===== src/rtl/seg_scan_driver.sv =====
`default_nettype none
// ============================================================================
// Module      : seg_scan_driver
// Description : Multiplexed common-cathode 7-segment driver. A free-running
//               double-dabble converter turns the binary value into BCD and
//               commits it to display registers once per conversion period
//               (VAL_W+2 cycles). A prescaled index then scans N_DIGITS
//               positions. Select, segments and decimal point are all
//               registered in one stage, so they never skew.
//               Optional build macro: SEG_LZB_EN (leading-zero blanking).
// Revision    : 1.0 - initial release
// ============================================================================
module seg_scan_driver #(
  parameter int N_DIGITS = 4,   // digits scanned, 2..8
  parameter int VAL_W    = 14,  // binary input width, 1..27
  parameter int SCAN_DIV = 2    // clock cycles each digit is held, >= 1
) (
  input  logic                CLK,
  input  logic                rst_n,
  input  logic                en,
  input  logic [VAL_W-1:0]    value,
  input  logic [N_DIGITS-1:0] dp_mask,
  output logic [N_DIGITS-1:0] dig_pos,
  output logic [6:0]          dig_sec,
  output logic                dig_dp,
  output logic                conv_done
);

  // --------------------------------------------------------------------------
  // Constants
  // --------------------------------------------------------------------------
  localparam int c_BCD_W = 4 * N_DIGITS;
  // Counter widths are kept at least one bit so degenerate parameter values
  // (VAL_W = 1, SCAN_DIV = 1) still elaborate cleanly.
  localparam int c_CNT_W = (VAL_W > 1)    ? $clog2(VAL_W)    : 1;
  localparam int c_PRE_W = (SCAN_DIV > 1) ? $clog2(SCAN_DIV) : 1;
  localparam int c_IDX_W = $clog2(N_DIGITS);

  localparam logic [c_CNT_W-1:0]  c_SHIFT_LAST = c_CNT_W'(VAL_W - 1);
  localparam logic [c_PRE_W-1:0]  c_PRE_LAST   = c_PRE_W'(SCAN_DIV - 1);
  localparam logic [c_IDX_W-1:0]  c_IDX_LAST   = c_IDX_W'(N_DIGITS - 1);
  localparam logic [N_DIGITS-1:0] c_POS_ONE    = N_DIGITS'(1);

  localparam logic [6:0] c_SEG_DASH  = 7'b1000000;
  localparam logic [6:0] c_SEG_BLANK = 7'b0000000;

  // --------------------------------------------------------------------------
  // Segment decode, {g,f,e,d,c,b,a}; non-decimal nibbles are dark
  // --------------------------------------------------------------------------
  function automatic logic [6:0] f_seg_decode(input logic [3:0] nib);
    logic [6:0] seg;
    case (nib)
      4'd0:    seg = 7'b0111111;
      4'd1:    seg = 7'b0000110;
      4'd2:    seg = 7'b1011011;
      4'd3:    seg = 7'b1001111;
      4'd4:    seg = 7'b1100110;
      4'd5:    seg = 7'b1101101;
      4'd6:    seg = 7'b1111101;
      4'd7:    seg = 7'b0000111;
      4'd8:    seg = 7'b1111111;
      4'd9:    seg = 7'b1101111;
      default: seg = c_SEG_BLANK;
    endcase
    return seg;
  endfunction

  // --------------------------------------------------------------------------
  // Converter state
  // --------------------------------------------------------------------------
  typedef enum logic [1:0] {
    ST_LOAD   = 2'd0,
    ST_SHIFT  = 2'd1,
    ST_COMMIT = 2'd2
  } state_t;

  state_t              r_state;
  logic [VAL_W-1:0]    r_bin;        // binary shift register, MSB first
  logic [c_BCD_W-1:0]  r_bcd;        // BCD work register
  logic                r_ovf;        // a 1 fell off the top nibble
  logic [c_CNT_W-1:0]  r_cnt;        // shift step counter
  logic [c_BCD_W-1:0]  r_disp;       // committed BCD shown by the scanner
  logic                r_disp_ovf;   // committed overflow flag
  logic                r_conv_done;

  logic [c_BCD_W-1:0]  w_bcd_adj;
  logic [c_BCD_W:0]    w_bcd_shift;

  // Double-dabble correction: any nibble >= 5 gets +3 ahead of the shift
  always_comb begin
    w_bcd_adj = r_bcd;
    for (int d = 0; d < N_DIGITS; d++) begin
      if (r_bcd[4*d +: 4] >= 4'd5) begin
        w_bcd_adj[4*d +: 4] = r_bcd[4*d +: 4] + 4'd3;
      end
    end
  end

  // Top bit is the one shifted out of the most significant nibble
  assign w_bcd_shift = {w_bcd_adj, r_bin[VAL_W-1]};

  // Converter FSM: LOAD -> SHIFT x VAL_W -> COMMIT, free-running
  always_ff @(posedge CLK or negedge rst_n) begin
    if (!rst_n) begin
      r_state     <= ST_LOAD;
      r_bin       <= '0;
      r_bcd       <= '0;
      r_ovf       <= 1'b0;
      r_cnt       <= '0;
      r_disp      <= '0;
      r_disp_ovf  <= 1'b0;
      r_conv_done <= 1'b0;
    end else begin
      r_conv_done <= 1'b0;
      case (r_state)
        ST_LOAD: begin
          r_bin   <= value;
          r_bcd   <= '0;
          r_ovf   <= 1'b0;
          r_cnt   <= '0;
          r_state <= ST_SHIFT;
        end
        ST_SHIFT: begin
          r_bcd <= w_bcd_shift[c_BCD_W-1:0];
          r_bin <= r_bin << 1;
          // Sticky: once the result exceeds the digit count it stays invalid
          if (w_bcd_shift[c_BCD_W]) begin
            r_ovf <= 1'b1;
          end
          if (r_cnt == c_SHIFT_LAST) begin
            r_state <= ST_COMMIT;
          end else begin
            r_cnt <= r_cnt + 1'b1;
          end
        end
        ST_COMMIT: begin
          r_disp      <= r_bcd;
          r_disp_ovf  <= r_ovf;
          r_conv_done <= 1'b1;
          r_state     <= ST_LOAD;
        end
        default: begin
          r_state <= ST_LOAD;
        end
      endcase
    end
  end

  assign conv_done = r_conv_done;

  // --------------------------------------------------------------------------
  // Scan counter
  // --------------------------------------------------------------------------
  logic [c_PRE_W-1:0] r_pre;
  logic [c_IDX_W-1:0] r_idx;

  // Prescaler holds each position SCAN_DIV cycles, then steps the index
  always_ff @(posedge CLK or negedge rst_n) begin
    if (!rst_n) begin
      r_pre <= '0;
      r_idx <= '0;
    end else if (r_pre == c_PRE_LAST) begin
      r_pre <= '0;
      r_idx <= (r_idx == c_IDX_LAST) ? '0 : r_idx + 1'b1;
    end else begin
      r_pre <= r_pre + 1'b1;
    end
  end

  // --------------------------------------------------------------------------
  // Per-position digit view: position 0 is the most significant BCD digit
  // --------------------------------------------------------------------------
  logic [3:0] w_pos_nib [N_DIGITS];

  for (genvar i = 0; i < N_DIGITS; i++) begin : g_pos_nib
    assign w_pos_nib[i] = r_disp[4*(N_DIGITS-1-i) +: 4];
  end

  logic w_blank;

`ifdef SEG_LZB_EN
  logic [N_DIGITS-1:0] w_lead_zero;

  // w_lead_zero[i]: positions 0..i are all zero digits
  always_comb begin
    w_lead_zero    = '0;
    w_lead_zero[0] = (w_pos_nib[0] == 4'd0);
    for (int i = 1; i < N_DIGITS; i++) begin
      w_lead_zero[i] = w_lead_zero[i-1] && (w_pos_nib[i] == 4'd0);
    end
  end

  // The rightmost position always shows a digit so zero reads as "0";
  // overflow dashes take precedence over blanking.
  assign w_blank = w_lead_zero[r_idx] && (r_idx != c_IDX_LAST) && !r_disp_ovf;
`else
  assign w_blank = 1'b0;
`endif

  logic [3:0]          w_nib;
  logic [6:0]          w_seg;
  logic [N_DIGITS-1:0] w_pos;

  // Segment pattern for the position currently indexed
  always_comb begin
    w_nib = w_pos_nib[r_idx];
    if (r_disp_ovf) begin
      w_seg = c_SEG_DASH;
    end else if (w_blank) begin
      w_seg = c_SEG_BLANK;
    end else begin
      w_seg = f_seg_decode(w_nib);
    end
  end

  assign w_pos = c_POS_ONE << r_idx;

  // --------------------------------------------------------------------------
  // Output stage: select, segments and dp registered together
  // --------------------------------------------------------------------------
  logic [N_DIGITS-1:0] r_dig_pos;
  logic [6:0]          r_dig_sec;
  logic                r_dig_dp;

  // Register one coherent position per cycle; en low darkens everything
  always_ff @(posedge CLK or negedge rst_n) begin
    if (!rst_n) begin
      r_dig_pos <= '0;
      r_dig_sec <= '0;
      r_dig_dp  <= 1'b0;
    end else if (!en) begin
      r_dig_pos <= '0;
      r_dig_sec <= '0;
      r_dig_dp  <= 1'b0;
    end else begin
      r_dig_pos <= w_pos;
      r_dig_sec <= w_seg;
      r_dig_dp  <= dp_mask[r_idx];
    end
  end

  assign dig_pos = r_dig_pos;
  assign dig_sec = r_dig_sec;
  assign dig_dp  = r_dig_dp;

endmodule
`default_nettype wire


===== config.mk =====
export PLATFORM = sky130hd
export DESIGN_NAME = seg_scan_driver
export DESIGN_NICKNAME = d
export VERILOG_FILES = /design/src/rtl/seg_scan_driver.sv
export SDC_FILE = /design/constraint.sdc
export NUM_CORES = 1
export LEC_CHECK = 0
export ABC_AREA = 1
export CAP_MARGIN = 25
export CELL_PAD_IN_SITES_DETAIL_PLACEMENT = 0
export CELL_PAD_IN_SITES_GLOBAL_PLACEMENT = 1
export CORE_UTILIZATION = 30
export CTS_CLUSTER_DIAMETER = 150
export DETAILED_ROUTE_END_ITERATION = 12
export GPL_ROUTABILITY_DRIVEN = 0
export MAX_ROUTING_LAYER = met4
export PLACE_DENSITY = 0.69
export REMOVE_ABC_BUFFERS = 1
export SYNTH_ARGS = -nofsm -noshare
export SYNTH_HDL_FRONTEND = slang
export SYNTH_SLANG_ARGS = --single-unit

===== constraint.sdc =====
create_clock -name CLK -period 3.8 [get_ports CLK]
set_input_delay 0.76 -clock CLK [delete_from_list [all_inputs] [get_ports CLK]]
set_output_delay 0.76 -clock CLK [all_outputs]
set_load 0.01 [all_outputs]

=== After elaboration in Yosys (flattened, before gate mapping) ===
Memory sizes are Yosys's and may differ from the RTL's.
Cells that the tools add are included.

* Register bits after elaboration: 70
* Bits in latches: 0
* Memory bits (writable): 0
* ROM bits: 112
* Input bits: 21
* Output and inout bits: 13
* Word-level logic and storage cells: 64
* Memories: 1

* Add/sub/neg operators: 7
* Multipliers: 0
* Divide/modulo/power cells: 0
* Magnitude comparators: 6
* Eq/ne operators: 7
* Shifts and indexed selects: 1
* Mux-type cells: 24
* Bitwise logic cells: 1
* Reduce and logical (&&, ||, !) cells: 4

{| class="wikitable"
|+ Memory list
! name !! depth !! bits a word !! rd ports !! clocked after Yosys merged registers in !! write ports !! line !! source
|-
| (no name shown) || 16 || 7 || 1 || 0 || 0 || 52 || <nowiki>case (nib)</nowiki>
|}

{| class="wikitable"
|+ Operators by type and width
! kind !! number
|-
| 4-bit 2-to-1 mux || 8
|-
| 16-bit case mux with 2 select lines || 1
|-
| 14-bit case mux with 2 select lines || 1
|-
| 4-bit by 2-bit adder with 4-bit output, second input constant || 4
|-
| 4-bit by 3-bit greater-or-equal comparator with 1-bit output, second input constant || 4
|-
| 7-bit 2-to-1 mux || 2
|-
| 4-bit binary-select mux with 2-bit select || 1
|-
| 4-bit case mux with 2 select lines || 1
|-
| 2-bit != test, second input constant || 3
|-
| 1-bit 2-to-1 mux || 5
|-
| 4-bit by 1-bit adder with 4-bit output, second input constant || 1
|-
| 2-bit equality test, second input constant || 2
|-
| 4-bit equality test, second input constant || 1
|-
| 2-bit 2-to-1 mux || 2
|-
| 2-bit case mux with 2 select lines || 1
|-
| 2-bit AND reduction || 2
|-
| 1-bit by 2-bit left shift with 4-bit output, first input constant || 1
|-
| 3-bit greater-or-equal comparator, second input constant || 1
|-
| 2-bit by 3-bit < comparator with 1-bit output, second input constant || 1
|-
| 2-bit inverter with 3-bit output || 1
|-
| 2-bit by 1-bit adder with 2-bit output, second input constant || 1
|-
| 1-bit binary-select mux with 2-bit select || 1
|-
| 2-bit by 1-bit equality test with 1-bit output, second input constant || 1
|-
| 2-bit zero test || 1
|-
| other kinds (3) || 3
|}

=== Longest topological paths before layout ===
Gate-level depths: netlist of the first run.
An unclocked memory read counts as a cell.

* Word-level depth: 7
* Depth in mapped cells: 11
* Mapped depth without buffers: 10

=== Worst setup path after synthesis of the first run ===
OpenSTA, ideal clock, no wires.

* Path type: reg2reg
* From: register r_idx[0]
* To: register r_dig_sec[6], in the netlist dig_sec[6]
* Setup time: 0.077 ns
* Arrival: 1.497 ns
* Required time: 3.723 ns
* Setup slack: 2.226 ns
* Stages on the path, launching flop included: 12
* Path buffers: 1
* Period minus slack after synthesis: 1.574 ns
* Cells stage by stage: dfrtp_1 -> inv_2 -> buf_6 -> nand2_1 -> nand3_1 -> nand2_1 -> inv_1 -> ha_1 -> nand3b_1 -> nand3_1 -> nand2_1 -> a21oi_1

* Word-level cells in the longest chain between the ends: 7

{| class="wikitable"
|+ Ends and longest elaborated chain
! element !! line !! source
|-
| start: declaration || 155 || <nowiki>logic [c_IDX_W-1:0] r_idx;</nowiki>
|-
| start signal: assignment || 164 || <nowiki>r_idx <= (r_idx == c_IDX_LAST) ? '0 : r_idx + 1'b1;</nowiki>
|-
| 2-bit inverter with 3-bit output (implied by the code) || 206 || <nowiki>w_nib = w_pos_nib[r_idx];</nowiki>
|-
| 4-bit binary-select mux with 2-bit select || 206 ||
|-
| 4-bit 2-to-1 mux (implied by the code) (2 in a row) || 206 ||
|-
| memory 16 x 7 bit || -- ||
|-
| 7-bit 2-to-1 mux || 207 || <nowiki>if (r_disp_ovf) begin</nowiki>
|-
| 7-bit 2-to-1 mux || 231 || <nowiki>end else if (!en) begin</nowiki>
|-
| end signal: assignment || 237 || <nowiki>r_dig_sec <= w_seg;</nowiki>
|-
| end: declaration || 222 || <nowiki>logic [6:0] r_dig_sec;</nowiki>
|}

Every way passes these cells. The select of a mux whose other input is x is not followed.
A chain may end at the register's enable or synchronous reset.

=== Worst setup path in the final report of the first run ===
* From: register r_state[1]
* To: register r_cnt[2]

* Word-level cells in the longest chain between the ends: 3
* Elaborated cells between the ends (all ways): 6
* Classes of those cells: eq/ne: 2; mux: 1; reduce/logical: 3

{| class="wikitable"
|+ Ends and longest elaborated chain
! element !! line !! source
|-
| start: declaration || 77 || <nowiki>state_t r_state;</nowiki>
|-
| start signal: assignment || 105 || <nowiki>r_state <= ST_LOAD;</nowiki>
|-
| start signal: assignment || 121 || <nowiki>r_state <= ST_SHIFT;</nowiki>
|-
| start signal: assignment || 131 || <nowiki>r_state <= ST_COMMIT;</nowiki>
|-
| 2-bit by 1-bit equality test with 1-bit output or 2-bit zero test (tied branches) || 115 || <nowiki>case (r_state)</nowiki>
|-
| 2-bit != test (no source line) or 2-bit nonzero test (tied branches) || -- ||
|-
| 2-bit AND reduction (no source line) || -- ||
|-
| end signal: assignment || 133 || <nowiki>r_cnt <= r_cnt + 1'b1;</nowiki>
|-
| end: declaration || 81 || <nowiki>logic [c_CNT_W-1:0] r_cnt;</nowiki>
|}

Several ways; a longest one is shown, not always the timed one.

==> reports/metrics.cfg, run 1 <==
[worst_setup_path]
r2r_end=r_cnt[2]
startpoint=r_state[1]
start_kind=flop
worst_r2r_startpoint=r_state[1]
worstPathRequired_ns=4.07
crit_fanout=20
reg2reg_depth=7
worstSetupEndpoint=r_cnt[2]
critPathKind=flop to flop
worstPathArrival_ns=2.47
rrSetupSlack_ns=1.60
critPathCaptureType=flop

[finish]
fin_cells=578
post-route-util_pct=37.0
n_antenna_cell=0
fin_nets=473
area_delta_synth_final_pct=19.3
drive_gt1_share_pct=7.53
stdcell_area_mm2=0.00403

[yosys]
synth.avg_cell_area_um2=8.51
synth_cell_types=24
synth_area_leaders=dfrtp_1, nand2_1, o21ai_0
synth-seq-cells=70
ys_warn_count=0
async_flop_share_pct=100
syn_area_mm2=0.00338
yosysMostFrequentCell=nand2_1
synth_common_cells=nand2_1, dfrtp_1, o21ai_0
seq_area_frac_synth_pct=51.8
syn_inst=397
synth_edf_count=0
yosysTopAreaCellShare_pct=51.8
synth.largest_area_cell=dfrtp_1
ys_dominant_reg_cell=dfrtp_1

[global_route]
grt_pass1_vias=2540
overflow=0
gr-usage-all-layers_pct=13.4
grt_pass1_wl_mm=11.9
grt_max_degree=34
grt_antenna_before_repair=0

[sta]
finalWorstSetupSlack_ns=1.60
setup_violations=0
rsz0062_at_grt=false
fmax_mhz=455
finalMaxSlewViolations=0
min_period_over_period_pct=57.8
tns_ns=0
holdWs_ns=0.477
hold_violations=0
finalCriticalPeriod_ns=2.20
tightest_slew_ns=0.869
max-slew-margin-rel_pct=41.9
skew_ns=0.0101

[clock_network]
cts_buffers=9
clock-sinks=70
clock_path_buffers=2
root_buffer=clkbuf_8
path_clk_slew_ns=0.08
htreeDepth=3
clock_latency_ns=0.34
postCtsHoldBufs=0
post_cts_buffers=0
cts_tree=done
ctsResizeCount=0

[detailed_routing]
vias=2629
drcViolationCount=0
ant_nets=0
drt-vias-per-instance=4.55
wl_mm=6.69
wl_per_cell_um=11.6
drt_iter0_markers=134
dr.pass1.iters=4

[floorplanning]
dieHeight_um=108
ioPinCount=34
start_util_pct=31.0
core_area_mm2=0.0109
die_area_mm2=0.0117
fp.dieW_um=108
rows=38

[power_and_ir_drop]
p_leak_nw=1.92
power_density_mw_per_mm2=454
pwr-share-comb_pct=18.1
clkPwrFrac_pct=32.8
vdd_ir_drop_max_uv=156
switchingPower_mw=0.519
p_seq_share_pct=49.1
swShare_pct=28.4
intPower_mw=1.31
power_mw=1.83

[placement]
dp_hpwl_mm=4.70
portBuffers=33
placed_cell_area_mm2=0.00383
dp.cells=562
post-place-ws_ns=1.59

[status]
status=complete, no violations

[hold_path]
holdCritPathClass=primary input to asynchronous set/reset pin

[job]
drv_cap=0

-- cells in the final DEF (no fill, tap or decap), types with 3 or more instances in the layout --
| cell | n |
|---|---|
| clkinvlp_4 | 3 |
| o21ai_0 | 48 |
| inv_2 | 6 |
| ha_1 | 19 |
| dfrtp_1 | 70 |
| inv_1 | 37 |
| o22ai_1 | 7 |
| clkdlybuf4s50_1 | 32 |
| clkbuf_8 | 9 |
| nand2_1 | 113 |
| nand2_2 | 5 |
| nand3_1 | 24 |
| nor2_1 | 29 |
| xor2_1 | 3 |
| a21oi_1 | 16 |
-- power groups by stage --
stage	sequential, mW	combinational, mW	clock [mW]
global placement	0.915	0.334	0
floorplan	0.916	0.195	0
CTS	0.899	0.339	0.624
detailed placement	0.914	0.337	0
finish	0.898	0.332	0.600
global route	0.912	0.393	0.655
-- logic make-up (layout without fill, tap and decap cells) --
logic type	Yosys count	after routing	share of synthesized area, %
flip-flops	70	70	51.8
adder cells (fa/ha/maj)	19	19	7.03
XOR/XNOR	3	3	0.778
AND/OR/NAND/NOR	175	175	21.7
buffers and inverters	53	94	6.59
AO/OA/AOI/OAI	77	77	12.0
-- cell type report --
| class | instances | area [um2] |
|---|---|---|
| Clock buffer | 9 | 124 |
| Clock inverter | 7 | 75.1 |
| Fill cell | 1150 | 6860 |
| Inverter | 43 | 161 |
| Multi-Input combinational cell | 274 | 1410 |
| Sequential cell | 70 | 1750 |
| Tap cell | 140 | 175 |
| Timing Repair Buffer | 35 | 340 |
-- how the worst min path moves through the flow --
stage	to
after global placement	r_bin[8]
after floorplan	r_pre
final	dig_pos[0]
after CTS	dig_dp
after global routing	dig_dp
after detailed placement	r_bin[8]
-- metal layers --
metal  routed length, um  global-route usage (%)  vias up
li1                    -                       -     1353
met3                 360                    4.16        5
met4                  37                    3.23        0
met1                3200                    16.7     1203
met5                   0                       -        -
met2                3100                    21.1       68
-- worst max-delay path: stages, from the launching register on --
cell and delay [ns]:
dfrtp_1 0.56, inv_2 0.39, nand2_2 0.27, inv_2 0.36
nand2_1 0.20, inv_1 0.13, nand2_1 0.05, a21oi_1 0.14
-- state kept, by name, summed over array words and instances (netlist names), 2 cells and up --
register and flops:
r_bcd 16, r_disp 16, r_bin 14, dig_sec 7, dig_pos 4, r_cnt 4, r_idx 2, r_state 2
Note: power is estimated with default switching activity, not from simulation.
==> inputs of run 2 (changes only) <==
==> constraint.sdc (replaced) <==
create_clock -name CLK -period 2.1 [get_ports CLK]
set_input_delay 0.42 -clock CLK [delete_from_list [all_inputs] [get_ports CLK]]
set_output_delay 0.42 -clock CLK [all_outputs]
set_load 0.01 [all_outputs]
==> reports/metrics.cfg, run 2 (same netlist as run 1, synthesis figures left out) <==
[sta]
finalCriticalPeriod_ns=1.77
max-slew-margin-rel_pct=39.3
finalMaxSlewViolations=0
setup_violations=0
rsz0062_at_grt=false
skew_ns=0.0112
finalWorstSetupSlack_ns=0.330
fmax_mhz=565
min_period_over_period_pct=84.3
tns_ns=0
hold_violations=0
tightest_slew_ns=0.907

[worst_setup_path]
worstPathArrival_ns=2.01
crit_fanout=15
path_cells=nor2_1, inv_1, nand2_1, a21oi_1
crit_buf_inv=1
critPathKind=flop to flop
cp_top_family=simple AND/OR/NAND/NOR gates
slowest_delay_ns=0.73
start_kind=flop
worstPathRequired_ns=2.34
critPathCaptureType=flop
slowest_stage=nor2_1

[placement]
portBuffers=33
post-place-ws_ns=0.279
dp_hpwl_mm=4.90

[global_route]
grt_pass1_wl_mm=12.1
overflow=0
grt_pass1_vias=2624
gr-usage-all-layers_pct=13.8
grt_max_degree=29
grt_antenna_before_repair=0

[clock_network]
clock_latency_ns=0.35
clock-sinks=70
htreeDepth=3
cts_tree=done
postCtsHoldBufs=0
cts_buffers=9
path_clk_slew_ns=0.08
post_cts_buffers=0
root_buffer=clkbuf_8
clock_path_buffers=2

[detailed_routing]
ant_nets=0
drcViolationCount=0
drt_iter0_markers=98
wl_per_cell_um=11.8
wl_mm=6.86
dr.pass1.iters=4
vias=2667
drt-vias-per-instance=4.57

[finish]
fin_nets=478
fill_cells=1132
reg_top3=r_bcd: 16 flops, r_disp: 16 flops, r_bin: 14 flops
area_delta_synth_final_pct=21.2
layout_commonest_cell=nand2_1
drive_gt1_share_pct=8.80
post-route-util_pct=37.6
n_antenna_cell=0
final_cell_mix=nand2_1, dfrtp_1, o21ai_0, inv_1, clkdlybuf4s50_1

[status]
status=complete, no violations

[power_and_ir_drop]
vdd_ir_drop_max_uv=324
power_density_mw_per_mm2=844
p_leak_nw=1.96

[floorplanning]
fp.dieW_um=108
die_area_mm2=0.0117
rows=38
start_util_pct=31.0
core_area_mm2=0.0109
dieHeight_um=108
ioPinCount=34

[hold_path]
holdCritPathClass=primary input to asynchronous set/reset pin

[job]
drv_cap=0

run 2: cell count changes in the layout (fill, tap and decap cells not counted), sizes merged:
cell	previous run	this run
clkinvlp	3	1
bufinv	1	2
clkinv	3	4
buf	3	8
run 2: power by group:
part,total (mW),internal [mW],switching (mW)
Clock,1.21,0.672,0.543
Sequential,1.63,1.54,0.0957
Combinational,0.608,0.288,0.321
run 2: through the flow:
step	hold slack (ns)	area (um2)	instances	power (mW)
after global placement	0.424	3870	567	2.27
after detailed placement	0.422	3870	567	2.28
after floorplan	0.124	3320	387	2.01
final	0.0243	4100	583	3.46
after global routing	0.0488	4100	583	3.70
after CTS	0.0329	4090	583	3.50
run 2: path summary, 6_finish.rpt:
check / cells past startpoint / to / slack [ns] / startpoint
max: 4 / r_cnt[2] / 0.33 / r_state[0]
max reg2reg: 4 / r_cnt[2] / 0.33 / r_state[0]
min: 1 / dig_pos[0] / 0.02 / rst_n
max in group asynchronous: 2 / r_disp[0] / 1.30 / rst_n
min in group CLK: 2 / r_bin[13] / 0.49 / r_bin[12]
min reg2reg: 2 / r_bin[13] / 0.49 / r_bin[12]
run 2: metal layers:
layer	up-vias	routed length (um)	track usage, %
met2	55	3150	21.7
li1	1360	-	-
met1	1246	3310	16.4
met4	0	59	4.21
met3	6	338	5.00
met5	-	0	-
run 2: final cells by class:
cell class	instances	area [um2]	share of cell area [%]
inverters	43	161	3.94
repair buffers	40	378	9.23
multi-input cells	274	1410	34.3
clock buffers	9	124	3.02
clock inverters	7	98.8	2.41
well taps	140	175	4.28
flip-flops and latches	70	1750	42.8
run 2: repair_timing:
item	in CTS	in global routing
hold endpoints to repair	0	0
resized for setup	0	1
endpoints found under the setup margin	0	1
